===== config.mk =====
export PLATFORM = sky130hd
export DESIGN_NAME = rca_seq_arb
export DESIGN_NICKNAME = d
export VERILOG_FILES = /design/src/rtl/rca_seq_pkg.sv /design/src/rtl/rca3_slice.sv /design/src/rtl/rca_seq_arb.sv
export SDC_FILE = /design/constraint.sdc
export NUM_CORES = 1
export LEC_CHECK = 0
export ABC_CLOCK_PERIOD_IN_PS = 4500
export CORE_ASPECT_RATIO = 1.75
export CORE_MARGIN = 5
export CORE_UTILIZATION = 53
export CTS_CLUSTER_DIAMETER = 200
export DETAILED_ROUTE_END_ITERATION = 6
export PLACE_DENSITY = 0.89
export SKIP_LAST_GASP = 1
export SYNTH_ARGS = -nofsm -noshare
export SYNTH_HDL_FRONTEND = slang
export SYNTH_SLANG_ARGS = --single-unit

===== constraint.sdc =====
create_clock -name clk -period 4.5 [get_ports clk]
set_input_delay 0.675 -clock clk [delete_from_list [all_inputs] [get_ports clk]]
set_output_delay 0.675 -clock clk [all_outputs]
set_load 0.1 [all_outputs]

===== src/rtl/rca_seq_pkg.sv =====
// ----------------------------------------------------------------------------
// rca_seq_pkg
// Shared definitions for the sequential ripple-carry adder with a two-way
// round-robin front end.
//   SLICE_W : width of the shared adder slice (bits processed per cycle)
//   state_e : controller states IDLE -> ADD -> DONE -> IDLE
// ----------------------------------------------------------------------------
package rca_seq_pkg;

    localparam int SLICE_W = 3;

    typedef enum logic [1:0] {
        IDLE = 2'd0,
        ADD  = 2'd1,
        DONE = 2'd2
    } state_e;

endpackage


===== src/rtl/rca3_slice.sv =====
// ----------------------------------------------------------------------------
// rca3_slice
// Purely combinational SLICE_W-bit adder slice, reused once per cycle by the
// sequential adder.
// Ports:
//   a_i, b_i  : slice operands
//   cin_i     : carry into the slice
//   sum_o     : slice sum
//   cout_o    : carry out of the slice
// ----------------------------------------------------------------------------
module rca3_slice
    import rca_seq_pkg::*;
(
    input  logic [SLICE_W-1:0] a_i,
    input  logic [SLICE_W-1:0] b_i,
    input  logic               cin_i,
    output logic [SLICE_W-1:0] sum_o,
    output logic               cout_o
);

    // Operands are zero-extended by one bit so the carry-out falls into the
    // extra MSB of the result.
    assign {cout_o, sum_o} = {1'b0, a_i} + {1'b0, b_i} + {{SLICE_W{1'b0}}, cin_i};

endmodule


===== src/rtl/rca_seq_arb.sv =====
// ----------------------------------------------------------------------------
// rca_seq_arb
// Two requesters share one sequential adder. A round-robin arbiter grants one
// operation at a time while idle; the operands are then summed SLICE_W bits per
// cycle (LSB slice first) through a single rca3_slice, and the result is held
// until the consumer takes it.
// Parameters:
//   NWORDS : number of SLICE_W-bit slices per operand (W = SLICE_W*NWORDS)
// Ports:
//   clk, rst_n                        : clock, asynchronous active-low reset
//   reqN_valid / reqN_ready           : request handshake for requester N
//   reqN_a, reqN_b, reqN_cin          : requester N operands and carry-in
//   res_valid / res_ready             : result handshake
//   res_sum, res_cout, res_id         : sum, final carry, owning requester
//   res_ovf                           : two's-complement overflow, only present
//                                       when RCA_SEQ_ARB_OVF_EN is defined
// Configuration macro: RCA_SEQ_ARB_OVF_EN
// ----------------------------------------------------------------------------
module rca_seq_arb
    import rca_seq_pkg::*;
#(
    parameter  int NWORDS = 4,
    localparam int W      = SLICE_W * NWORDS
) (
    input  logic         clk,
    input  logic         rst_n,
    input  logic         req0_valid,
    output logic         req0_ready,
    input  logic [W-1:0] req0_a,
    input  logic [W-1:0] req0_b,
    input  logic         req0_cin,
    input  logic         req1_valid,
    output logic         req1_ready,
    input  logic [W-1:0] req1_a,
    input  logic [W-1:0] req1_b,
    input  logic         req1_cin,
    output logic         res_valid,
    input  logic         res_ready,
    output logic [W-1:0] res_sum,
    output logic         res_cout,
`ifdef RCA_SEQ_ARB_OVF_EN
    output logic         res_ovf,
`endif
    output logic         res_id
);

    localparam int                IDXW     = (NWORDS > 1) ? $clog2(NWORDS) : 1;
    localparam logic [IDXW-1:0]   LAST_IDX = IDXW'(NWORDS - 1);

    state_e              state_q;
    logic                lastGrant_q;
    logic [W-1:0]        a_q;
    logic [W-1:0]        b_q;
    logic [W-1:0]        acc_q;
    logic [W-1:0]        acc_d;
    logic                carry_q;
    logic                id_q;
    logic [IDXW-1:0]     idx_q;
    logic [W-1:0]        resSum_q;
    logic                resCout_q;
    logic                resId_q;
    logic                resValid_q;
`ifdef RCA_SEQ_ARB_OVF_EN
    logic                resOvf_q;
`endif

    logic                grant0;
    logic                grant1;
    logic [SLICE_W-1:0]  sliceA;
    logic [SLICE_W-1:0]  sliceB;
    logic [SLICE_W-1:0]  sliceSum;
    logic                sliceCout;

    // lastGrant_q = 1 means requester 1 won the previous grant, so requester 0
    // wins the next tie.
    assign grant0     = req0_valid & (~req1_valid | lastGrant_q);
    assign grant1     = req1_valid & (~req0_valid | ~lastGrant_q);
    assign req0_ready = (state_q == IDLE) & grant0;
    assign req1_ready = (state_q == IDLE) & grant1;

    // The carry register is loaded with cin on transfer, so slice 0 sees the
    // latched cin and every later slice sees the previous slice's carry-out.
    assign sliceA = a_q[idx_q*SLICE_W +: SLICE_W];
    assign sliceB = b_q[idx_q*SLICE_W +: SLICE_W];

    rca3_slice u_slice (
        .a_i    (sliceA),
        .b_i    (sliceB),
        .cin_i  (carry_q),
        .sum_o  (sliceSum),
        .cout_o (sliceCout)
    );

    // Accumulated sum with the current slice merged in at its position.
    always_comb begin
        acc_d = acc_q;
        acc_d[idx_q*SLICE_W +: SLICE_W] = sliceSum;
    end

    always_ff @(posedge clk or negedge rst_n) begin
        if (!rst_n) begin
            state_q     <= IDLE;
            lastGrant_q <= 1'b1;
            a_q         <= '0;
            b_q         <= '0;
            acc_q       <= '0;
            carry_q     <= 1'b0;
            id_q        <= 1'b0;
            idx_q       <= '0;
            resSum_q    <= '0;
            resCout_q   <= 1'b0;
            resId_q     <= 1'b0;
            resValid_q  <= 1'b0;
`ifdef RCA_SEQ_ARB_OVF_EN
            resOvf_q    <= 1'b0;
`endif
        end else begin
            case (state_q)
                IDLE: begin
                    if (req0_ready | req1_ready) begin
                        a_q         <= req1_ready ? req1_a   : req0_a;
                        b_q         <= req1_ready ? req1_b   : req0_b;
                        carry_q     <= req1_ready ? req1_cin : req0_cin;
                        id_q        <= req1_ready;
                        lastGrant_q <= req1_ready;
                        acc_q       <= '0;
                        idx_q       <= '0;
                        state_q     <= ADD;
                    end
                end
                ADD: begin
                    acc_q   <= acc_d;
                    carry_q <= sliceCout;
                    idx_q   <= idx_q + 1'b1;
                    if (idx_q == LAST_IDX) begin
                        resSum_q   <= acc_d;
                        resCout_q  <= sliceCout;
                        resId_q    <= id_q;
                        resValid_q <= 1'b1;
`ifdef RCA_SEQ_ARB_OVF_EN
                        // Carry into the MSB xor carry out of the MSB.
                        resOvf_q   <= a_q[W-1] ^ b_q[W-1] ^ sliceSum[SLICE_W-1] ^ sliceCout;
`endif
                        state_q    <= DONE;
                    end
                end
                DONE: begin
                    if (res_ready) begin
                        resValid_q <= 1'b0;
                        state_q    <= IDLE;
                    end
                end
                default: begin
                    resValid_q <= 1'b0;
                    state_q    <= IDLE;
                end
            endcase
        end
    end

    assign res_valid = resValid_q;
    assign res_sum   = resSum_q;
    assign res_cout  = resCout_q;
    assign res_id    = resId_q;
`ifdef RCA_SEQ_ARB_OVF_EN
    assign res_ovf   = resOvf_q;
`endif

endmodule


After elaboration in Yosys (flattened, before gate mapping)
Index checks and enable logic that the tools add are counted.
{"block": "word_totals", "word_cells": 62, "inputBits": 55, "register_bits": 58, "output_inout_bits": 17}
{"block": "op_classes", "mux": 17, "shift": 4, "bitwise": 11, "add_sub_neg": 4, "eq_ne": 6, "n_mul": 1, "reduce_logical": 7}
{"operator": "$mux 12", "count": 3}
{"operator": "$neg 4->34", "count": 1}
{"operator": "$shift 3x34->12 const A", "count": 1}
{"operator": "$shiftx 3x34->12", "count": 1}
{"operator": "$pmux 12 s2", "count": 1}
{"operator": "$shiftx 12x5->3", "count": 2}
{"operator": "$bwmux 12", "count": 1}
{"operator": "$mux 2", "count": 4}
{"operator": "$pmux 2 s3", "count": 1}
{"operator": "$reduce_and 2->1", "count": 3}
{"operator": "$reduce_and 3->1", "count": 2}
{"operator": "$add 3x3->4", "count": 1}
{"operator": "$add 4x1->4", "count": 1}
{"operator": "$and 1x1->1", "count": 4}
{"operator": "$eq 2x2->1 const B", "count": 2}
{"operator": "$mul 2x2->4 const B", "count": 1}
{"operator": "$mux 1", "count": 4}
{"operator": "$ne 2x2->1 const B", "count": 2}
{"operator": "$not 1->1", "count": 4}
{"operator": "$pmux 2 s2", "count": 1}
{"operator": "$or 1x1->1", "count": 3}
{"operator": "$pmux 1 s3", "count": 1}
{"operator": "$add 2x1->2 const B", "count": 1}
{"operator": "$eq 2x1->1 const B", "count": 1}
{"operator": "other kinds (4)", "count": 4}

Depth between registers and ports, before layout
Gate-level depths: netlist of the first run.
{"block": "depth", "word_depth": 7, "ltp_mapped": 9, "ltp_nobuf": 8}

Hierarchy
Synthesis of the first run repeated with hierarchy kept, for this count alone.
{"block": "hier_totals", "cells_unflattened": 283, "hier_area_um2": 2956.6}
{"mod": "rca_seq_arb", "n_inst": 1, "area_per_inst_um2": 2842.7, "cells_per_inst": 268, "seq_area_each_um2": 1452.6}
{"mod": "rca3_slice", "n_inst": 1, "area_per_inst_um2": 113.9, "cells_per_inst": 15, "seq_area_each_um2": 0.0}

Worst setup path before layout of the first run
OpenSTA, ideal clock, no wires.
{"block": "synth_path", "path_type": "reg2reg", "from": "register idx_q[0]", "to": "register resSum_q[4], in the netlist res_sum[4]", "path_slack_ps": 1938, "t_arrival_ps": 2479, "setup_ps": 83, "required_time_ps": 4417, "n_path_buf": 1, "stages_incl_launch_ff": 9, "synth_period_minus_slack_ps": 2562, "cell_sequence": "dfrtp_1 -> buf_4 -> mux4_2 -> fa_1 -> inv_1 -> fa_1 -> nor2_1 -> a31oi_1 -> o21ai_0"}
{"block": "synth_via", "elab_chain_len": 6, "elab_cells_between_ends": 11, "cone_classes": "3 x add/sub; 1 x mul; 1 x eq/ne; 4 x shift; 1 x mux; 1 x reduce/logical"}
{"item": "from (decl)", "line": "rca_seq_arb.sv:58", "source": "logic [IDXW-1:0] idx_q;"}
{"item": "from (signal assigned)", "line": "rca_seq_arb.sv:134", "source": "idx_q <= idx_q + 1'b1;"}
{"item": "$mul 2x2->4", "line": "rca_seq_arb.sv:83, rca_seq_arb.sv:84, rca_seq_arb.sv:97"}
{"item": "$shiftx 12x5->3 (on tied branches)", "line": "rca_seq_arb.sv:83, rca_seq_arb.sv:84"}
{"item": "$add 3x3->4", "line": "rca3_slice.sv:23", "source": "assign {cout_o, sum_o} = {1'b0, a_i} + {1'b0, b_i} + {{SLICE_W{1'b0}}, cin_i};"}
{"item": "$add 4x1->4", "line": "rca3_slice.sv:23"}
{"item": "$shiftx 3x34->12", "line": "rca_seq_arb.sv:97", "source": "acc_d[idx_q*SLICE_W +: SLICE_W] = sliceSum;"}
{"item": "$bwmux 12", "line": "rca_seq_arb.sv:97"}
{"item": "to (signal assigned)", "line": "rca_seq_arb.sv:110", "source": "resSum_q <= '0;"}
{"item": "to (signal assigned)", "line": "rca_seq_arb.sv:136", "source": "resSum_q <= acc_d;"}
{"item": "to (decl)", "line": "rca_seq_arb.sv:59", "source": "logic [W-1:0] resSum_q;"}
Parallel ways exist; a longest one is shown, timed or not.
A chain may end at the register's enable or synchronous reset.

Worst setup path after layout of the first run
{"block": "layout_path", "from": "register idx_q[0]", "to": "register resSum_q[10], in the netlist res_sum[10]"}
The elaborated chain is that of the path after synthesis.

==> flow_summary.json, run 1 <==
{
  "outcome": "completed",
  "dp.cells": 422,
  "finalSetupViolCount": 0,
  "final_area_mm2": 0.00386,
  "cts_buffers": 9,
  "synthFlopType": "dfrtp_1",
  "syn_inst": 287,
  "yosys_warnings": 0,
  "netlist_top_cells_area": "dfrtp_1 (48%), mux2i_1 (8.4%), nand2_1 (6.8%)",
  "core_mm2": 0.00554,
  "fin_crit_sh_pct": 65.4,
  "drt_wl_total_mm": 6.54,
  "met1_usage_pct": 19.9,
  "postCtsHoldBufs": 0,
  "die_x_um": 66.8,
  "grtUsageMet2_pct": 36.6,
  "grt_max_degree": 59,
  "port_buffers": 71,
  "die-area_mm2": 0.00731,
  "rows": 36,
  "critPathLaunchType": "register",
  "first_pass_iters": 4,
  "postLayoutSetupSlackWorst_ns": 1.56,
  "slew_viol_final": 0,
  "p_per_area_mw_per_mm2": 784,
  "insertion_delay_ns": 0.34,
  "grt_pass1_wl_mm": 10.8,
  "ys_seq_area_share_pct": 48.6,
  "cp_max_fo": 16,
  "tns_ns": 0,
  "yosysTopAreaCell": "dfrtp_1",
  "crit_path_end_kind": "register",
  "syn_avg_cell_area_um2": 10.4,
  "wire_per_inst_um": 15.0,
  "total_leakage_power_nw": 1.82,
  "antenna_left": 0,
  "drc_errors": 0,
  "fp.dieH_um": 109,
  "cp.required_ns": 4.75,
  "ys_seq_elements": 58,
  "dpl_cell_area_mm2": 0.00371,
  "slew-limit-headroom_pct": 32.9,
  "hold_path.class": "in2async",
  "clock_skew_ns": 0.00614,
  "initial_core_util_pct": 54.0,
  "cts_setup_buffers": 0,
  "ys_top_cells_by_count": "dfrtp_1 (57), nand2_1 (54), o21ai_0 (37)",
  "synth_cell_type_count": 43,
  "dr.first_iter.drc_count": 175,
  "cts-root-buf": "clkbuf_8",
  "irDropWorstVdd_v": 0.000376,
  "cts_tree": "yes",
  "critical_path_class": "reg2reg",
  "final_hold_viol_count": 0,
  "nFillCells": 441,
  "drv_cap": 0,
  "antenna_cells": 0,
  "area_growth_pct": 29.1,
  "timing.final.crit_period_ns": 2.94,
  "cts-resized-gates": 0,
  "synth_nets": 352,
  "rsz0062_at_grt": "no",
  "routabilityCongestion": 0.925,
  "cts_num_sinks": 58,
  "cts_buffer_depth": 2,
  "clkTransAtPathRegs_ns": 0.06,
  "layout-drive-gt1-share_pct": 8.06,
  "synth_area_mm2": 0.00299,
  "antenna_found_initial": 0,
  "dp_hpwl_mm": 4.92,
  "met3_usage_pct": 3.99,
  "first_global_vias": 2429,
  "grt_overflow": 0,
  "grt_use_total_pct": 19.7,
  "vias": 2342,
  "fin_cells": 436,
  "pre_cts_ws_ns": 1.58,
  "async_reset_ff_share_pct": 100,
  "pin_count": 72,
  "htreeDepth": 3,
  "fmax_mhz": 340,
  "layout.nets": 422,
  "rrSetupSlack_ns": 1.56,
  "tightest_slew_ns": 1.00,
  "p_total_w": 0.00303,
  "yosysMostFrequentCell": "dfrtp_1",
  "via_per_inst": 5.37,
  "critical_path_arrival_ns": 3.20,
  "synth-edff-count": 0,
  "grt.busiest_layer": "met2",
  "synth.top_cell.area_share_pct": 47.7
}
## flip-flops by register name (all words and copies together), names as in the netlist
register     flops
a_q             12
idx_q            2
res_sum         12
lastGrant_q      1
res_cout         1
state_q          2
b_q             12
carry_q          1
id_q             1
acc_q           12
res_id           1
res_valid        1
## logic make-up after synthesis
kind of cell	Yosys count	share of synthesized area (%)
AO/OA/AOI/OAI	78	14.8
adder cells (fa/ha/maj)	10	4.68
flip-flops	58	48.6
buffers and inverters	21	4.10
multiplexers	32	13.6
XOR/XNOR	1	0.293
AND/OR/NAND/NOR	87	13.9
## power breakdown
| part | switching [W] | internal (W) | total [W] |
|---|---|---|---|
| clock | 0.000185 | 0.000209 | 0.000394 |
| sequential | 0.000170 | 0.000752 | 0.000922 |
| combinational | 0.00113 | 0.000582 | 0.00171 |
| total | 0.00148 | 0.00154 | 0.00303 |
## metrics by stage
step	util (%)	hold WS, ns
global placement	67.0	0.456
finish	69.7	0.471
global route	69.7	0.499
CTS	69.7	0.482
floorplan	-	0.379
detailed placement	67.0	0.466
## metal layers
metal | routed length, um | share of wire, %
met2 | 3670 | 56
met5 | 0 | 0
met4 | 218 | 3.3
met1 | 2370 | 36
met3 | 286 | 4.4
## worst max-delay path, cell delays in order (launching register included)
cell	delay (ns)
dfrtp_1	0.73
mux4_2	0.60
fa_1	0.42
inv_1	0.08
fa_1	0.44
nor2_1	0.25
a31oi_1	0.14
o21ai_0	0.19
## cell type report
cell class | instances | area (um^2) | share of cell area, %
Multi-Input combinational cell | 208 | 1420 | 36.9
Clock buffer | 14 | 153 | 3.95
Sequential cell | 58 | 1450 | 37.6
Inverter | 8 | 30.0 | 0.777
Tap cell | 76 | 95.1 | 2.46
Timing Repair Buffer | 72 | 708 | 18.3
## worst paths after layout
check,start,to,depth (start not counted)
setup reg to reg,idx_q[0],res_sum[10],7
hold / removal,rst_n,res_sum[10],2
max in group asynchronous,rst_n,id_q,2
setup / recovery,idx_q[0],res_sum[10],7
min in group clk,acc_q[3],acc_q[3],2
hold reg to reg,acc_q[3],acc_q[3],2
## placed cells by master (no fill, tap or decap), types with 2 or more instances in the layout
cell type | Yosys | final
mux4_2 | 3 | 3
a31oi_1 | 9 | 9
mux2i_1 | 25 | 25
o21ai_1 | 17 | 17
dfrtp_1 | 57 | 57
a22o_2 | 2 | 2
inv_1 | 8 | 8
nor2_1 | 7 | 7
clkdlybuf4s50_1 | 0 | 68
mux4_1 | 3 | 3
o2bb2ai_1 | 3 | 3
or2b_1 | 2 | 2
nand2_1 | 54 | 54
ha_1 | 8 | 8
clkbuf_1 | 2 | 4
fa_1 | 2 | 2
nor2b_1 | 12 | 12
buf_4 | 2 | 3
a21oi_1 | 5 | 5
clkbuf_8 | 1 | 10
o21ai_0 | 37 | 37
(Power assumes the default switching activity.)
==> run 2, diff against run 1 <==
--- a/config.mk
+++ b/config.mk
@@ -5,13 +5,13 @@
 export SDC_FILE = /design/constraint.sdc
 export NUM_CORES = 1
 export LEC_CHECK = 0
-export ABC_CLOCK_PERIOD_IN_PS = 4500
+export ABC_CLOCK_PERIOD_IN_PS = 2400
 export CORE_ASPECT_RATIO = 1.75
 export CORE_MARGIN = 5
-export CORE_UTILIZATION = 53
+export CORE_UTILIZATION = 45
 export CTS_CLUSTER_DIAMETER = 200
 export DETAILED_ROUTE_END_ITERATION = 6
-export PLACE_DENSITY = 0.89
+export PLACE_DENSITY = 0.8
 export SKIP_LAST_GASP = 1
 export SYNTH_ARGS = -nofsm -noshare
 export SYNTH_HDL_FRONTEND = slang
==> constraint.sdc (replaced) <==
create_clock -name clk -period 2.4 [get_ports clk]
set_input_delay 0.36 -clock clk [delete_from_list [all_inputs] [get_ports clk]]
set_output_delay 0.36 -clock clk [all_outputs]
set_load 0.1 [all_outputs]
==> run 2 against run 1 <==
Compared with the run above:
- final cell count increased by 3.9%
- critical path depth grew 2
- clock power rose to 3.1 times the previous value
- fmax rose by 24%
- highest routed layer unchanged
- total power up 120%
- flip-flop and latch count unchanged
- hold slack got worse by 0.41 ns
==> flow_summary.json, run 2 (synthesis gave the netlist of run 1 again) <==
{
  "tns_ns": 0,
  "area_growth_pct": 37.4,
  "finalSetupViolCount": 0,
  "final_cell_mix": "dfrtp_1 (56), nand2_1 (54), clkdlybuf4s50_1 (53)",
  "slew_viol_final": 0,
  "final_common_cell": "dfrtp_1",
  "initial_core_util_pct": 46.1,
  "pin_count": 72,
  "crit_path_end_kind": "register",
  "core_mm2": 0.00649,
  "die_x_um": 71.6,
  "vias": 2374,
  "cts-root-buf": "clkbuf_16",
  "grt_pass1_wl_mm": 11.4,
  "clkTransAtPathRegs_ns": 0.05,
  "comb_power_share_pct": 55.4,
  "dp_hpwl_mm": 5.05,
  "tightest_slew_ns": 0.667,
  "irDropWorstVdd_v": 0.000703,
  "timing.final.crit_period_ns": 2.38,
  "antenna_cells": 0,
  "critPathLaunchType": "register",
  "fp.dieH_um": 118,
  "rrSetupSlack_ns": 0.02,
  "cts_num_sinks": 58,
  "dr.first_iter.drc_count": 132,
  "fmax_mhz": 421,
  "total_leakage_power_nw": 1.97,
  "cts_tree": "yes",
  "critical_path_class": "reg2reg",
  "slowest_delay_ns": 0.53,
  "pre_cts_ws_ns": -0.0216,
  "nFillCells": 529,
  "cts_buffers": 9,
  "p_per_area_mw_per_mm2": 1590,
  "cp_slowest_cell": "mux4_2",
  "die-area_mm2": 0.00844,
  "worst_r2r_path_depth": 9,
  "pwr-share-clk_pct": 18.8,
  "outcome": "completed",
  "rsz0062_at_grt": "yes",
  "drv_cap": 0,
  "switchingPower_w": 0.00301,
  "cts_buffer_depth": 2,
  "grt_max_degree": 49,
  "fin_crit_sh_pct": 99.1,
  "final_hold_viol_count": 0,
  "antenna_found_initial": 0,
  "first_pass_iters": 6,
  "cp_top_family": "multiplexers",
  "pwr-share-seq_pct": 25.8,
  "layout-drive-gt1-share_pct": 18.6,
  "port_buffers": 71,
  "routabilityCongestion": 0.901,
  "reg2reg_to": "res_sum[2]",
  "internal_power_w": 0.00353,
  "rows": 39,
  "grt_overflow": 0,
  "path_common_cell": "fa_2",
  "htreeDepth": 3,
  "drt_wl_total_mm": 6.87,
  "wire_per_inst_um": 15.2,
  "insertion_delay_ns": 0.33,
  "slew-limit-headroom_pct": 55.5,
  "cp_max_fo": 5,
  "grt_use_total_pct": 17.4,
  "clock_skew_ns": 0.00638,
  "path_cells": "mux4_2 > fa_2 > inv_2 > fa_2 > xor2_2 > buf_4 > nor4b_2 > mux2i_1 > o21ai_1",
  "critical_path_arrival_ns": 2.64,
  "cp.required_ns": 2.66,
  "drc_errors": 0,
  "multiInputGateArea_mm2": 0.00146,
  "layout.nets": 432,
  "hold_path.class": "in2async",
  "cp.buffers_inverters": 2,
  "regArea_mm2": 0.00145,
  "first_global_vias": 2435,
  "reg2reg_from": "idx_q[0]",
  "postLayoutSetupSlackWorst_ns": 0.0223,
  "swShare_pct": 46.0,
  "via_per_inst": 5.24,
  "antenna_left": 0
}
-- run 2: worst max path at each step --
stage               startpoint          to  slack, ns  cells past startpoint
floorplan             idx_q[0]  res_sum[4]      -0.01                      8
finish                idx_q[0]  res_sum[2]       0.02                      9
global route          idx_q[0]  res_sum[2]      -0.07                      9
global placement      idx_q[0]     carry_q       0.05                      7
CTS                   idx_q[0]  res_sum[2]      -0.02                      8
detailed placement    idx_q[0]  res_sum[8]      -0.02                      8
-- run 2: power groups by stage --
stage | sequential [W] | clock [W] | combinational [W]
finish | 0.00169 | 0.00123 | 0.00362
global route | 0.00175 | 0.00129 | 0.00391
CTS | 0.00170 | 0.00124 | 0.00339
detailed placement | 0.00171 | 0 | 0.00330
global placement | 0.00169 | 0 | 0.00325
floorplan | 0.00239 | 0 | 0.00182
-- run 2: timing repair --
action	4_1_cts	5_1_grt
buffers inserted	0	3
pin swaps	0	7
hold buffers	0	0
endpoints found under the setup margin	4	14
resized for setup	3	9
-- run 2: cell type report --
class | instances | area share, %
Tap cell | 82 | 2.50
Clock buffer | 13 | 6.82
Sequential cell | 58 | 35.4
Multi-Input combinational cell | 208 | 35.6
Clock inverter | 2 | 0.244
Timing Repair Buffer | 82 | 18.8
Inverter | 8 | 0.731
-- run 2: through the flow --
step	hold slack, ns	total power, W	instances	util [%]	cell area [um^2]
global route	0.105	0.00695	453	63.3	4110
detailed placement	0.418	0.00501	435	58.0	3760
CTS	0.0757	0.00634	450	62.6	4060
finish	0.0567	0.00655	453	63.3	4110
global placement	0.422	0.00494	435	58.0	3760
floorplan	0.0644	0.00421	287	-	3000
-- run 2: layer usage --
| metal | wire length, um | up-vias | track usage, % |
|---|---|---|---|
| met1 | 2530 | 1139 | 18.0 |
| li1 | - | 1162 | - |
| met4 | 171 | 0 | 8.94 |
| met3 | 310 | 13 | 4.70 |
| met5 | 0 | - | 0 |
| met2 | 3860 | 60 | 31.2 |
==> run 3, diff against run 2 <==
--- a/config.mk
+++ b/config.mk
@@ -16,3 +16,4 @@
 export SYNTH_ARGS = -nofsm -noshare
 export SYNTH_HDL_FRONTEND = slang
 export SYNTH_SLANG_ARGS = --single-unit
+export TNS_END_PERCENT = 100
==> results of run 3 <==
Same layout as run 2: the final DEF is identical, and so are final timing and power.
